$ cat config.mk
export PLATFORM = sky130hd
export DESIGN_NAME = controle_irrigacao
export DESIGN_NICKNAME = d
export VERILOG_FILES = /design/src/rtl/controle_irrigacao.sv
export SDC_FILE = /design/constraint.sdc
export NUM_CORES = 1
export LEC_CHECK = 0
export BUFFER_PORTS_ARGS = -buffer_cell sky130_fd_sc_hd__buf_4
export CORE_AREA = 4 4 102 75
export CTS_CLUSTER_DIAMETER = 200
export DETAILED_ROUTE_END_ITERATION = 7
export DIE_AREA = 0 0 106 79
export SKIP_LAST_GASP = 1
export SLEW_MARGIN = 20
export SYNTH_ARGS = -nofsm -noshare
export SYNTH_HDL_FRONTEND = slang
export SYNTH_SLANG_ARGS = --single-unit
$ cat constraint.sdc
create_clock -name clk -period 2.4 [get_ports clk]
set_clock_uncertainty 0.05 [all_clocks]
set_input_delay 0.24 -clock clk [delete_from_list [all_inputs] [get_ports clk]]
set_output_delay 0.24 -clock clk [all_outputs]
set_load 0.1 [all_outputs]
$ cat src/rtl/controle_irrigacao.sv
// Irrigation cycle sequencer: loads a BCD mm:ss preset, checks the tank level and
// counts down on tick_1hz while driving one valve. Optional pause: CONTROLE_PAUSA_EN.
module controle_irrigacao (
  input  logic       clk,
  input  logic       rst_n,
  input  logic       tick_1hz,
  input  logic       iniciar,
  input  logic       parar,
  input  logic       aspersao,
  input  logic       gotejamento,
  input  logic [2:0] niveis,
  input  logic [3:0] dez_minutopreset,
  input  logic [3:0] unid_minutopreset,
  input  logic [3:0] dez_segundopreset,
  input  logic [3:0] unid_segundopreset,
  output logic [3:0] dez_minuto,
  output logic [3:0] unid_minuto,
  output logic [3:0] dez_segundo,
  output logic [3:0] unid_segundo,
  output logic       valvula_aspersao,
  output logic       valvula_gotejamento,
  output logic       ativo,
  output logic       fim,
  output logic       erro
);

  typedef enum logic [2:0] {OCIOSO, CARREGA, CONTANDO, PAUSA, ERRO} estado_t;

  estado_t     estado_q, estado_d;
  logic        modo_q, modo_d;       // 1: aspersao, 0: gotejamento
  logic        iniciar_q;
  logic [15:0] cnt_q, cnt_d;
  logic        valv_asp_q, valv_asp_d, valv_got_q, valv_got_d;
  logic        ativo_q, ativo_d, fim_q, fim_d, erro_q, erro_d;
`ifdef CONTROLE_PAUSA_EN
  logic        pausa_seg_q, pausa_seg_d;
`endif

  logic        ini_rise, nivel_ok, preset_ok;
  logic [15:0] preset, cnt_dec;

  assign ini_rise = iniciar & ~iniciar_q;
  assign preset   = {dez_minutopreset, unid_minutopreset, dez_segundopreset, unid_segundopreset};
  assign preset_ok = (dez_minutopreset <= 4'd9) && (unid_minutopreset <= 4'd9) &&
                     (dez_segundopreset <= 4'd5) && (unid_segundopreset <= 4'd9);
  assign nivel_ok = ((niveis == 3'b000) || (niveis == 3'b001) ||
                     (niveis == 3'b011) || (niveis == 3'b111)) &&
                    (modo_q ? niveis[1] : niveis[0]);

  // BCD mm:ss decrement with borrow through 9/5/9
  always_comb begin
    cnt_dec = cnt_q;
    if (cnt_q[3:0] != 4'd0) begin
      cnt_dec[3:0] = cnt_q[3:0] - 4'd1;
    end else begin
      cnt_dec[3:0] = 4'd9;
      if (cnt_q[7:4] != 4'd0) begin
        cnt_dec[7:4] = cnt_q[7:4] - 4'd1;
      end else begin
        cnt_dec[7:4] = 4'd5;
        if (cnt_q[11:8] != 4'd0) begin
          cnt_dec[11:8] = cnt_q[11:8] - 4'd1;
        end else begin
          cnt_dec[11:8]  = 4'd9;
          cnt_dec[15:12] = cnt_q[15:12] - 4'd1;
        end
      end
    end
  end

  always_comb begin
    estado_d = estado_q;
    modo_d   = modo_q;
    cnt_d    = cnt_q;
    fim_d    = 1'b0;
`ifdef CONTROLE_PAUSA_EN
    pausa_seg_d = pausa_seg_q;
`endif
    case (estado_q)
      OCIOSO: begin
        if (ini_rise && !parar) begin
          if (aspersao) begin
            modo_d   = 1'b1;
            estado_d = CARREGA;
          end else if (gotejamento) begin
            modo_d   = 1'b0;
            estado_d = CARREGA;
          end else begin
            estado_d = ERRO;
          end
        end
      end
      CARREGA: begin
        cnt_d = preset;
        if (!preset_ok || !nivel_ok) begin
          cnt_d    = 16'h0000;
          estado_d = ERRO;
        end else if (preset == 16'h0000) begin
          fim_d    = 1'b1;
          estado_d = OCIOSO;
        end else begin
          estado_d = CONTANDO;
        end
      end
      CONTANDO: begin
        if (!nivel_ok) begin
          cnt_d    = 16'h0000;
          estado_d = ERRO;
        end else if (parar) begin
`ifdef CONTROLE_PAUSA_EN
          pausa_seg_d = 1'b0;
          estado_d    = PAUSA;
`else
          cnt_d    = 16'h0000;
          estado_d = OCIOSO;
`endif
        end else if (tick_1hz) begin
          cnt_d = cnt_dec;
          if (cnt_dec == 16'h0000) begin
            fim_d    = 1'b1;
            estado_d = OCIOSO;
          end
        end
      end
`ifdef CONTROLE_PAUSA_EN
      PAUSA: begin
        if (ini_rise) begin
          if (nivel_ok) begin
            estado_d = CONTANDO;
          end else begin
            cnt_d    = 16'h0000;
            estado_d = ERRO;
          end
        end else if (!parar) begin
          pausa_seg_d = 1'b0;
        end else if (tick_1hz) begin
          // second consecutive tick with parar held abandons the cycle
          if (pausa_seg_q) begin
            cnt_d    = 16'h0000;
            estado_d = OCIOSO;
          end else begin
            pausa_seg_d = 1'b1;
          end
        end
      end
`endif
      ERRO: begin
        cnt_d = 16'h0000;
        if (parar && !iniciar) estado_d = OCIOSO;
      end
      default: begin
        cnt_d    = 16'h0000;
        estado_d = OCIOSO;
      end
    endcase

    valv_asp_d = (estado_d == CONTANDO) &&  modo_d;
    valv_got_d = (estado_d == CONTANDO) && !modo_d;
    ativo_d    = (estado_d == CONTANDO) || (estado_d == PAUSA);
    erro_d     = (estado_d == ERRO);
  end

  always_ff @(posedge clk or negedge rst_n) begin
    if (!rst_n) begin
      estado_q   <= OCIOSO;
      modo_q     <= 1'b0;
      iniciar_q  <= 1'b1;  // a level already high out of reset is not an edge
      cnt_q      <= 16'h0000;
      valv_asp_q <= 1'b0;
      valv_got_q <= 1'b0;
      ativo_q    <= 1'b0;
      fim_q      <= 1'b0;
      erro_q     <= 1'b0;
`ifdef CONTROLE_PAUSA_EN
      pausa_seg_q <= 1'b0;
`endif
    end else begin
      estado_q   <= estado_d;
      modo_q     <= modo_d;
      iniciar_q  <= iniciar;
      cnt_q      <= cnt_d;
      valv_asp_q <= valv_asp_d;
      valv_got_q <= valv_got_d;
      ativo_q    <= ativo_d;
      fim_q      <= fim_d;
      erro_q     <= erro_d;
`ifdef CONTROLE_PAUSA_EN
      pausa_seg_q <= pausa_seg_d;
`endif
    end
  end

  assign {dez_minuto, unid_minuto, dez_segundo, unid_segundo} = cnt_q;
  assign valvula_aspersao    = valv_asp_q;
  assign valvula_gotejamento = valv_got_q;
  assign ativo = ativo_q;
  assign fim   = fim_q;
  assign erro  = erro_q;

endmodule

==> qor.txt, run 1 <==
sequential fraction of the synthesis area: 0.4033
Detail Placement HPWL: 4128 um
placed cell area: 2153 um2
Post-Route Setup TNS: 0 ns
worst skew pair latency: 0.28 ns
synthesized flop and latch total: 26
CTS Sinks: 26
Clk pin slew, worst setup/hold paths: 0.10 ns
Initial DRC Count: 128
fin util: 0.3451
synth warn: 0
Critical Path RT: 2.53 ns
Inst Count DP: 335
die height: 79 um
Switch Pwr: 307.3 uW
Worst EP arrival: 2.44 ns
crit start category: flop
core area: 6631 um2
# DRC: 0
Synth async-reset ratio: 1.000
cell family with most CP delay: simple AND/OR/NAND/NOR gates
I/O pin count: 47
Leak: 0.9975 nW
routed vias: 1731
Slew @ Worst Pin: 0.5300 ns
slowest stage delay, CP: 0.48 ns
Yosys top cell area share: 0.3870
setup violators final: 0
pin count of the biggest net entering global routing: 27
number of I/O port buffers: 46
Distinct cells, synth: 49
Post-Synthesis Cells: 194
Layout area overhead: 41.56%
switching share of power: 0.3134
setup ws final: 0.09446 ns
slowest cell on the critical path: dfrtp_4
worst path bufs/invs: 1
DR WL/cell: 16.05 um
most frequent cell after synthesis: o21ai_0
Fin Hold WS: 0.02660 ns
number of global-route vias before repair: 1647
Total Power: 980.6 uW
Rows: 25
layout cell share with drive strength beyond 1: 0.3600
Post-Layout Inst Area: 2288 um2
achievable clock frequency: 433.7 MHz
overall die area: 8374 um2
gr usage total: 0.1342
synth top area cells: dfrtp_1 (39%), o21ai_0 (8.7%), nor2_1 (5.1%)
relative slew slack: 0.6429
H-tree Lvls: 1
DR vias/cell: 5.032
Flop pwr share: 0.485
Die Wd: 106 um
post-route non-filler standard cell count: 344
CTS tree: yes
CTS Root Cell: clkbuf_8
initial antenna violation count: 0
cts bufs inserted: 3
Max-Cap Viols: 0
Pwr Density: 428.5 nW/um2
total inserted antenna cells: 0
minimum clock period: 2.306 ns
Max VDD drop: 0.2394 mV
outcome: finished clean
starting density of the core: 0.2438
most instantiated cells after synthesis: o21ai_0 (28), dfrtp_1 (25), nor2_1 (22), nand2_1 (17), a21oi_1 (11)
internal power: 673.3 uW
Clk pwr share: 0.306
1st-pass router iterations: 4
first-pass GRT wire length: 8935 um
crit path capture type: flop
Final Hold Viols: 0
pre-CTS WS: 0.1118 ns
Longest Clk Path Bufs: 2
syn_area_per_cell: 8.333 um2
final WL: 5521 um
share of total power in combinational logic: 0.209
number of synthesized flops with an enable pin: 0
fin. max-slew vios: 0
nets: 278
Tcrit/Tclk final: 0.9606
Crit Path Max Fanout: 3
total global routing overflow: 0
routability cong.: 0.9300
critical-path cell list: or3_4 -> or4_4 -> nor3b_4 -> o2111ai_2 -> a22oi_2 -> inv_2 -> and2_4
Routed Antenna Nets: 0
RSZ-0062 raised after global routing: yes
Post-Syn Area: 1617 um2
syn nets: 221
Synth Flop Type: dfrtp_1
Hold Path Class: input pin to flop
WS Path Type: flop to flop
cell accounting for the most synthesized area: dfrtp_1
## cells in the final DEF (no fill, tap or decap), drive strengths merged, types with 3 or more instances in the layout
cell type   n
a21oi      11
a22oi       7
buf        62
clkbuf      4
dfrtp      25
inv         6
nand2      17
nand3       3
nand4       4
nor2       22
nor3       10
nor4        7
o21ai      28
or3         3
xnor2       4
## power groups by stage
stage | combinational [mW] | sequential [mW] | clock [mW]
after detailed placement | 0.204 | 0.484 | 0
after floorplan | 0.0680 | 0.520 | 0
after global routing | 0.225 | 0.478 | 0.331
after CTS | 0.206 | 0.476 | 0.308
final | 0.205 | 0.476 | 0.300
after global placement | 0.203 | 0.485 | 0
## cell type report
class	count	area, um2
flip-flops and latches	26	666.9
clock buffers	4	55.05
well taps	94	117.6
multi-input cells	151	938.4
repair buffers	63	488.0
fillers	714	4343
inverters	6	22.52
## worst paths after layout
check	to	from	slack [ns]	depth (start not counted)
worst max-delay path	valvula_aspersao	cnt_q[0]	0.09	7
worst min-delay path	iniciar_q	iniciar	0.03	1
worst max register to register	valvula_aspersao	cnt_q[0]	0.09	7
worst min register to register	cnt_q[2]	cnt_q[2]	0.49	2
max in group asynchronous	iniciar_q	rst_n	1.64	2
min in group asynchronous	cnt_q[15]	rst_n	0.36	2
## kinds of logic (layout without fill, tap and decap cells)
| group | count (synthesis) | after routing | synth area share |
|---|---|---|---|
| XOR/XNOR | 5 | 5 | 0.02709 |
| adder cells (fa/ha/maj) | 1 | 1 | 0.007739 |
| buffers and inverters | 17 | 73 | 0.04876 |
| AO/OA/AOI/OAI | 64 | 64 | 0.2485 |
| multiplexers | 1 | 1 | 0.006192 |
| AND/OR/NAND/NOR | 80 | 80 | 0.2585 |
| flip-flops | 26 | 26 | 0.4033 |
## sequential cells by signal, summed over array words and instances (netlist names)
signal,count
cnt_q,16
iniciar_q,1
valvula_gotejamento,1
estado_q,3
erro,1
ativo,1
valvula_aspersao,1
modo_q,1
fim,1
## repair_timing
action / 4_1_cts / 5_1_grt
hold endpoints to repair: 25 / 0
setup endpoints to repair: 0 / 5
resized for setup: 0 / 8
hold buffers: 1 / 0
buffers inserted: 0 / 4
## worst register-to-register path: cells and delay by family, from the launching register on
family / cells / cell delay (ns)
buffers and inverters: 1 / 0.06
AO/OA/AOI/OAI: 2 / 0.43
flip-flops: 1 / 0.48
AND/OR/NAND/NOR: 4 / 1.18
## routing by layer
metal  vias to the layer above  global-route usage  part of all wire
met1                       817              0.2058              0.48
met4                         0             0.01940            0.0047
met2                        75              0.1889              0.43
met3                         4             0.03737             0.094
met5                         -                   0                 0
li1                        835                   -                 -
(Power assumes the default switching activity.)
==> run 2, diff against run 1 <==
--- a/config.mk
+++ b/config.mk
@@ -10,6 +10,9 @@
 export CTS_CLUSTER_DIAMETER = 200
 export DETAILED_ROUTE_END_ITERATION = 7
 export DIE_AREA = 0 0 106 79
+export PLACE_DENSITY = 0.42
+export SETUP_SLACK_MARGIN = 0.3
+export SKIP_CTS_REPAIR_TIMING = 1
 export SKIP_LAST_GASP = 1
 export SLEW_MARGIN = 20
 export SYNTH_ARGS = -nofsm -noshare
==> run 2 against run 1 <==
Combinational power up 2%. Worst hold slack better by 0.0062 ns. Wire length up 2.9%. Design area up 0.71%. Register-to-register slack about the same. Global-route usage up 0.52 points. Setup slack better by 0.0038 ns. Clock power up 23%. Critical path depth unchanged. Utilization up 0.25 points.
==> qor.txt, run 2 (synthesis results as in run 1) <==
Hold Path Cell Cnt: 1
overall die area: 8374 um2
Slew @ Worst Pin: 0.4652 ns
Detail Placement HPWL: 4400 um
pin count of the biggest net entering global routing: 27
slowest stage delay, CP: 0.48 ns
Max VDD drop: 0.2115 mV
min-delay src: iniciar
routed vias: 1707
minimum clock period: 2.302 ns
total inserted antenna cells: 0
Crit Path Max Fanout: 4
Flop pwr share: 0.452
pre-CTS WS: 0.06963 ns
achievable clock frequency: 434.4 MHz
number of global-route vias before repair: 1677
Pwr Density: 456.7 nW/um2
1st-pass router iterations: 4
Initial DRC Count: 106
layout cell share with drive strength beyond 1: 0.3705
nets: 279
DR WL/cell: 16.46 um
outcome: finished clean
Clk pwr share: 0.349
RSZ-0062 raised after global routing: yes
switching share of power: 0.2862
cts bufs inserted: 3
fin. max-slew vios: 0
largest registers: cnt_q x16, estado_q x3
Max-Cap Viols: 0
slowest cell on the critical path: dfrtp_4
routability cong.: 0.8036
total global routing overflow: 0
r2r setup slk: 0.1 ns
# DRC: 0
Post-Layout Inst Area: 2305 um2
Routed Antenna Nets: 0
Longest Clk Path Bufs: 2
most common cell after layout, fill and taps aside: buf_4
final WL: 5680 um
core area: 6631 um2
DR vias/cell: 4.948
Seq. cell area: 666.9 um2
first-pass GRT wire length: 9252 um
initial antenna violation count: 0
Tcrit/Tclk final: 0.9591
Biggest register: cnt_q
share of total power in combinational logic: 0.199
H-tree Lvls: 1
Crit. Startpoint: cnt_q[0]
Switch Pwr: 301.2 uW
placed cell area: 2171 um2
I/O pin count: 47
cell count along the critical path: 7
area occupied by multi-input gates: 939.7 um2
worst skew pair latency: 0.28 ns
Clk pin slew, worst setup/hold paths: 0.10 ns
relative slew slack: 0.6870
most frequent cells in the layout: buf_4 (62), o21ai_0 (25), nor2_1 (22)
setup ws final: 0.09822 ns
crit start category: flop
WS Path Type: flop to flop
CTS Root Cell: clkbuf_8
crit path capture type: flop
Die Wd: 106 um
internal power: 751.3 uW
Critical Path RT: 2.53 ns
gr usage total: 0.1395
Hold Path Class: input pin to flop
Rows: 25
number of I/O port buffers: 46
Largest register FFs: 16
R2R Path Start: cnt_q[0]
CTS Sinks: 26
starting density of the core: 0.2438
die height: 79 um
Worst EP arrival: 2.43 ns
critical-path cell list: or3_4 -> or4_4 -> nor3b_2 -> o2111ai_2 -> a22oi_2 -> inv_2 -> and2_4
CTS tree: yes
number of fill cells: 719
cell family with most CP delay: simple AND/OR/NAND/NOR gates
worst path bufs/invs: 1
setup violators final: 0
Worst Reg-to-Reg Cells: 7
Final Hold Viols: 0
Leak: 1.001 nW
Layout area overhead: 42.57%
[run 2: metrics by stage]
step	TNS (ns)	std cells	utilization	power (mW)	hold slack (ns)
detailed placement	0	339	0.3274	0.6932	0.1338
CTS	0	343	0.3381	1.065	-0.1735
floorplan	-0.4774	194	-	0.5881	-0.1056
finish	0	345	0.3475	1.053	0.03278
global placement	0	339	0.3274	0.6955	0.1394
global route	0	345	0.3475	1.112	0.01706
[run 2: path summary, 6_finish.rpt]
check,end
max,valvula_aspersao
min,iniciar_q
max reg2reg,valvula_aspersao
min reg2reg,cnt_q[7]
max in group asynchronous,iniciar_q
min in group asynchronous,estado_q[1]
[run 2: layout make-up]
type,count,area share
Tap cell,94,0.05103
Clock inverter,1,0.01303
Clock buffer,3,0.01792
Multi-Input combinational cell,151,0.4077
Timing Repair Buffer,64,0.2112
Inverter,6,0.009772
Sequential cell,26,0.2894
[run 2: worst register-to-register path, delay by kind of cell, from the launching register on]
kind / cells / cell delay (ns)
and+or+nand+nor: 4 / 1.20
buffers and inverters: 1 / 0.06
DFF: 1 / 0.48
AOI/OAI and AO/OA: 2 / 0.42
[run 2: power by group through the flow]
stage          sequential, mW  combinational, mW  clock [mW]
6_report                0.476              0.209       0.368
2_1_floorplan           0.520             0.0680           0
3_5_place_dp            0.484              0.209           0
3_3_place_gp            0.486              0.210           0
5_1_grt                 0.479              0.230       0.403
4_1_cts                 0.476              0.210       0.379
[run 2: per-layer routing]
| layer | track usage | part of all wire |
|---|---|---|
| met5 | 0 | 0 |
| met4 | 0.01294 | 0.0049 |
| met3 | 0.02924 | 0.061 |
| met2 | 0.2036 | 0.41 |
| met1 | 0.2166 | 0.52 |
==> run 3, diff against run 2 <==
--- a/config.mk
+++ b/config.mk
@@ -7,9 +7,11 @@
 export LEC_CHECK = 0
 export BUFFER_PORTS_ARGS = -buffer_cell sky130_fd_sc_hd__buf_4
 export CORE_AREA = 4 4 102 75
+export CTS_BUF_LIST = sky130_fd_sc_hd__clkbuf_4
 export CTS_CLUSTER_DIAMETER = 200
 export DETAILED_ROUTE_END_ITERATION = 7
 export DIE_AREA = 0 0 106 79
+export MAX_ROUTING_LAYER = met4
 export PLACE_DENSITY = 0.42
 export SETUP_SLACK_MARGIN = 0.3
 export SKIP_CTS_REPAIR_TIMING = 1
==> run 3 against run 2 <==
Sequential power is essentially flat. Critical path depth is the same. Fmax is essentially flat. Sequential share of layout area grew 0.11 points. Worst hold slack gained 0.032 ns. Combinational power is essentially flat. Cell count grew 0.29%. First-iteration DRC count grew 7.5%. Clock power shrank 16%. Clock-buffer cell count is the same. Die area is the same. Design area shrank 0.38%. Critical path type unchanged. Critical endpoint unchanged. Largest cell class unchanged.
==> qor.txt, run 3 (synthesis results as in run 1) <==
Initial DRC Count: 114
Leak: 0.9974 nW
most frequent cells in the layout: buf_4 (62), o21ai_0 (25), nor2_1 (22)
nets: 280
Biggest register: cnt_q
Largest register FFs: 16
# DRC: 0
number of I/O port buffers: 46
R2R Path Start: cnt_q[0]
Worst EP arrival: 2.50 ns
Slew @ Worst Pin: 0.5601 ns
DR WL/cell: 16.51 um
CTS tree: yes
outcome: finished clean
Rows: 25
Clk pin slew, worst setup/hold paths: 0.15 ns
min-delay src: gotejamento
Pwr Density: 434.4 nW/um2
CTS Root Cell: clkbuf_4
cts bufs inserted: 3
Longest Clk Path Bufs: 2
die height: 79 um
minimum clock period: 2.300 ns
slowest stage delay, CP: 0.50 ns
worst skew pair latency: 0.33 ns
number of global-route vias before repair: 1660
Routed Antenna Nets: 0
Die Wd: 106 um
Tcrit/Tclk final: 0.9585
CTS Sinks: 26
fin. max-slew vios: 0
r2r setup slk: 0.1 ns
Detail Placement HPWL: 4400 um
Max VDD drop: 0.1657 mV
I/O pin count: 47
layout cell share with drive strength beyond 1: 0.3690
switching share of power: 0.2997
Critical Path RT: 2.60 ns
Hold EP: estado_q[0]
post-route non-filler standard cell count: 346
DR vias/cell: 4.931
Post-Route Setup TNS: 0 ns
gr usage total: 0.1430
H-tree Lvls: 1
Hold Path Cell Cnt: 2
crit path capture type: flop
overall die area: 8374 um2
total inserted antenna cells: 0
Layout area overhead: 42.03%
critical-path cell list: or3_4 -> or4_4 -> nor3b_2 -> o2111ai_2 -> a22oi_2 -> inv_2 -> and2_4
Final Hold Viols: 0
r2r endpoint: valvula_aspersao
setup ws final: 0.09964 ns
most common cell after layout, fill and taps aside: buf_4
Hold Path Class: input pin to flop
Flop pwr share: 0.477
pre-CTS WS: 0.06963 ns
core area: 6631 um2
RSZ-0062 raised after global routing: yes
Switch Pwr: 298.9 uW
slowest cell on the critical path: dfrtp_4
Crit Path Max Fanout: 4
number of fill cells: 721
relative slew slack: 0.6231
crit start category: flop
largest registers: cnt_q x16, estado_q x3
Inst Count DP: 339
Clk pwr share: 0.311
final WL: 5714 um
starting density of the core: 0.2438
pin count of the biggest net entering global routing: 27
routed vias: 1706
WS Path Type: flop to flop
share of total power in combinational logic: 0.212
setup violators final: 0
first-pass GRT wire length: 9239 um
internal power: 698.4 uW
total global routing overflow: 0
1st-pass router iterations: 4
routability cong.: 0.8152
Max-Cap Viols: 0
achievable clock frequency: 434.7 MHz
initial antenna violation count: 0
Worst Reg-to-Reg Cells: 7
[run 3: worst max-delay path, delay by kind of cell (launching register included)]
kind | cells | cell delay [ns]
compound gates | 2 | 0.41
simple gates | 4 | 1.20
buf+inv | 1 | 0.06
flops | 1 | 0.50
[run 3: layout make-up]
class | count | area (um2) | area share
clock buffers | 3 | 22.52 | 0.009809
clock inverters | 1 | 30.03 | 0.01308
inverters | 6 | 22.52 | 0.009809
multi-input cells | 151 | 939.7 | 0.4093
flip-flops and latches | 26 | 666.9 | 0.2905
well taps | 94 | 117.6 | 0.05123
repair buffers | 65 | 496.7 | 0.2163
[run 3: worst max-delay path by stage]
stage / startpoint / slack, ns / to / cells after the start
6_report: cnt_q[0] / 0.1 / valvula_aspersao / 7
5_1_grt: cnt_q[0] / 0.02 / valvula_aspersao / 7
3_3_place_gp: cnt_q[0] / 0.11 / valvula_aspersao / 7
4_1_cts: cnt_q[0] / 0.05 / valvula_aspersao / 7
3_5_place_dp: cnt_q[0] / 0.07 / valvula_aspersao / 7
2_1_floorplan: cnt_q[0] / -0.18 / valvula_aspersao / 9
[run 3: power groups by stage]
stage	clock, mW	combinational (mW)	sequential (mW)
2_1_floorplan	0	0.0680	0.520
3_3_place_gp	0	0.210	0.486
3_5_place_dp	0	0.209	0.484
4_1_cts	0.320	0.210	0.476
5_1_grt	0.343	0.231	0.480
6_report	0.310	0.211	0.476
[run 3: metrics by stage]
step	power (mW)	util	hold WS, ns	cell area [um2]
after detailed placement	0.6932	0.3274	0.1338	2171
after global routing	1.054	0.3462	0.04696	2296
after global placement	0.6955	0.3274	0.1394	2171
after floorplan	0.5881	-	-0.1056	1639
final	0.9973	0.3462	0.06509	2296
after CTS	1.006	0.3353	-0.2528	2223
[run 3: metal layers]
metal / share of wire / global-route usage / vias up / wire length, um
li1: - / - / 837 / -
met1: 0.54 / 0.2206 / 804 / 3073
met2: 0.41 / 0.2017 / 61 / 2356
met3: 0.044 / 0.02600 / 4 / 254
met4: 0.0053 / 0.009056 / 0 / 30
met5: 0 / - / - / 0
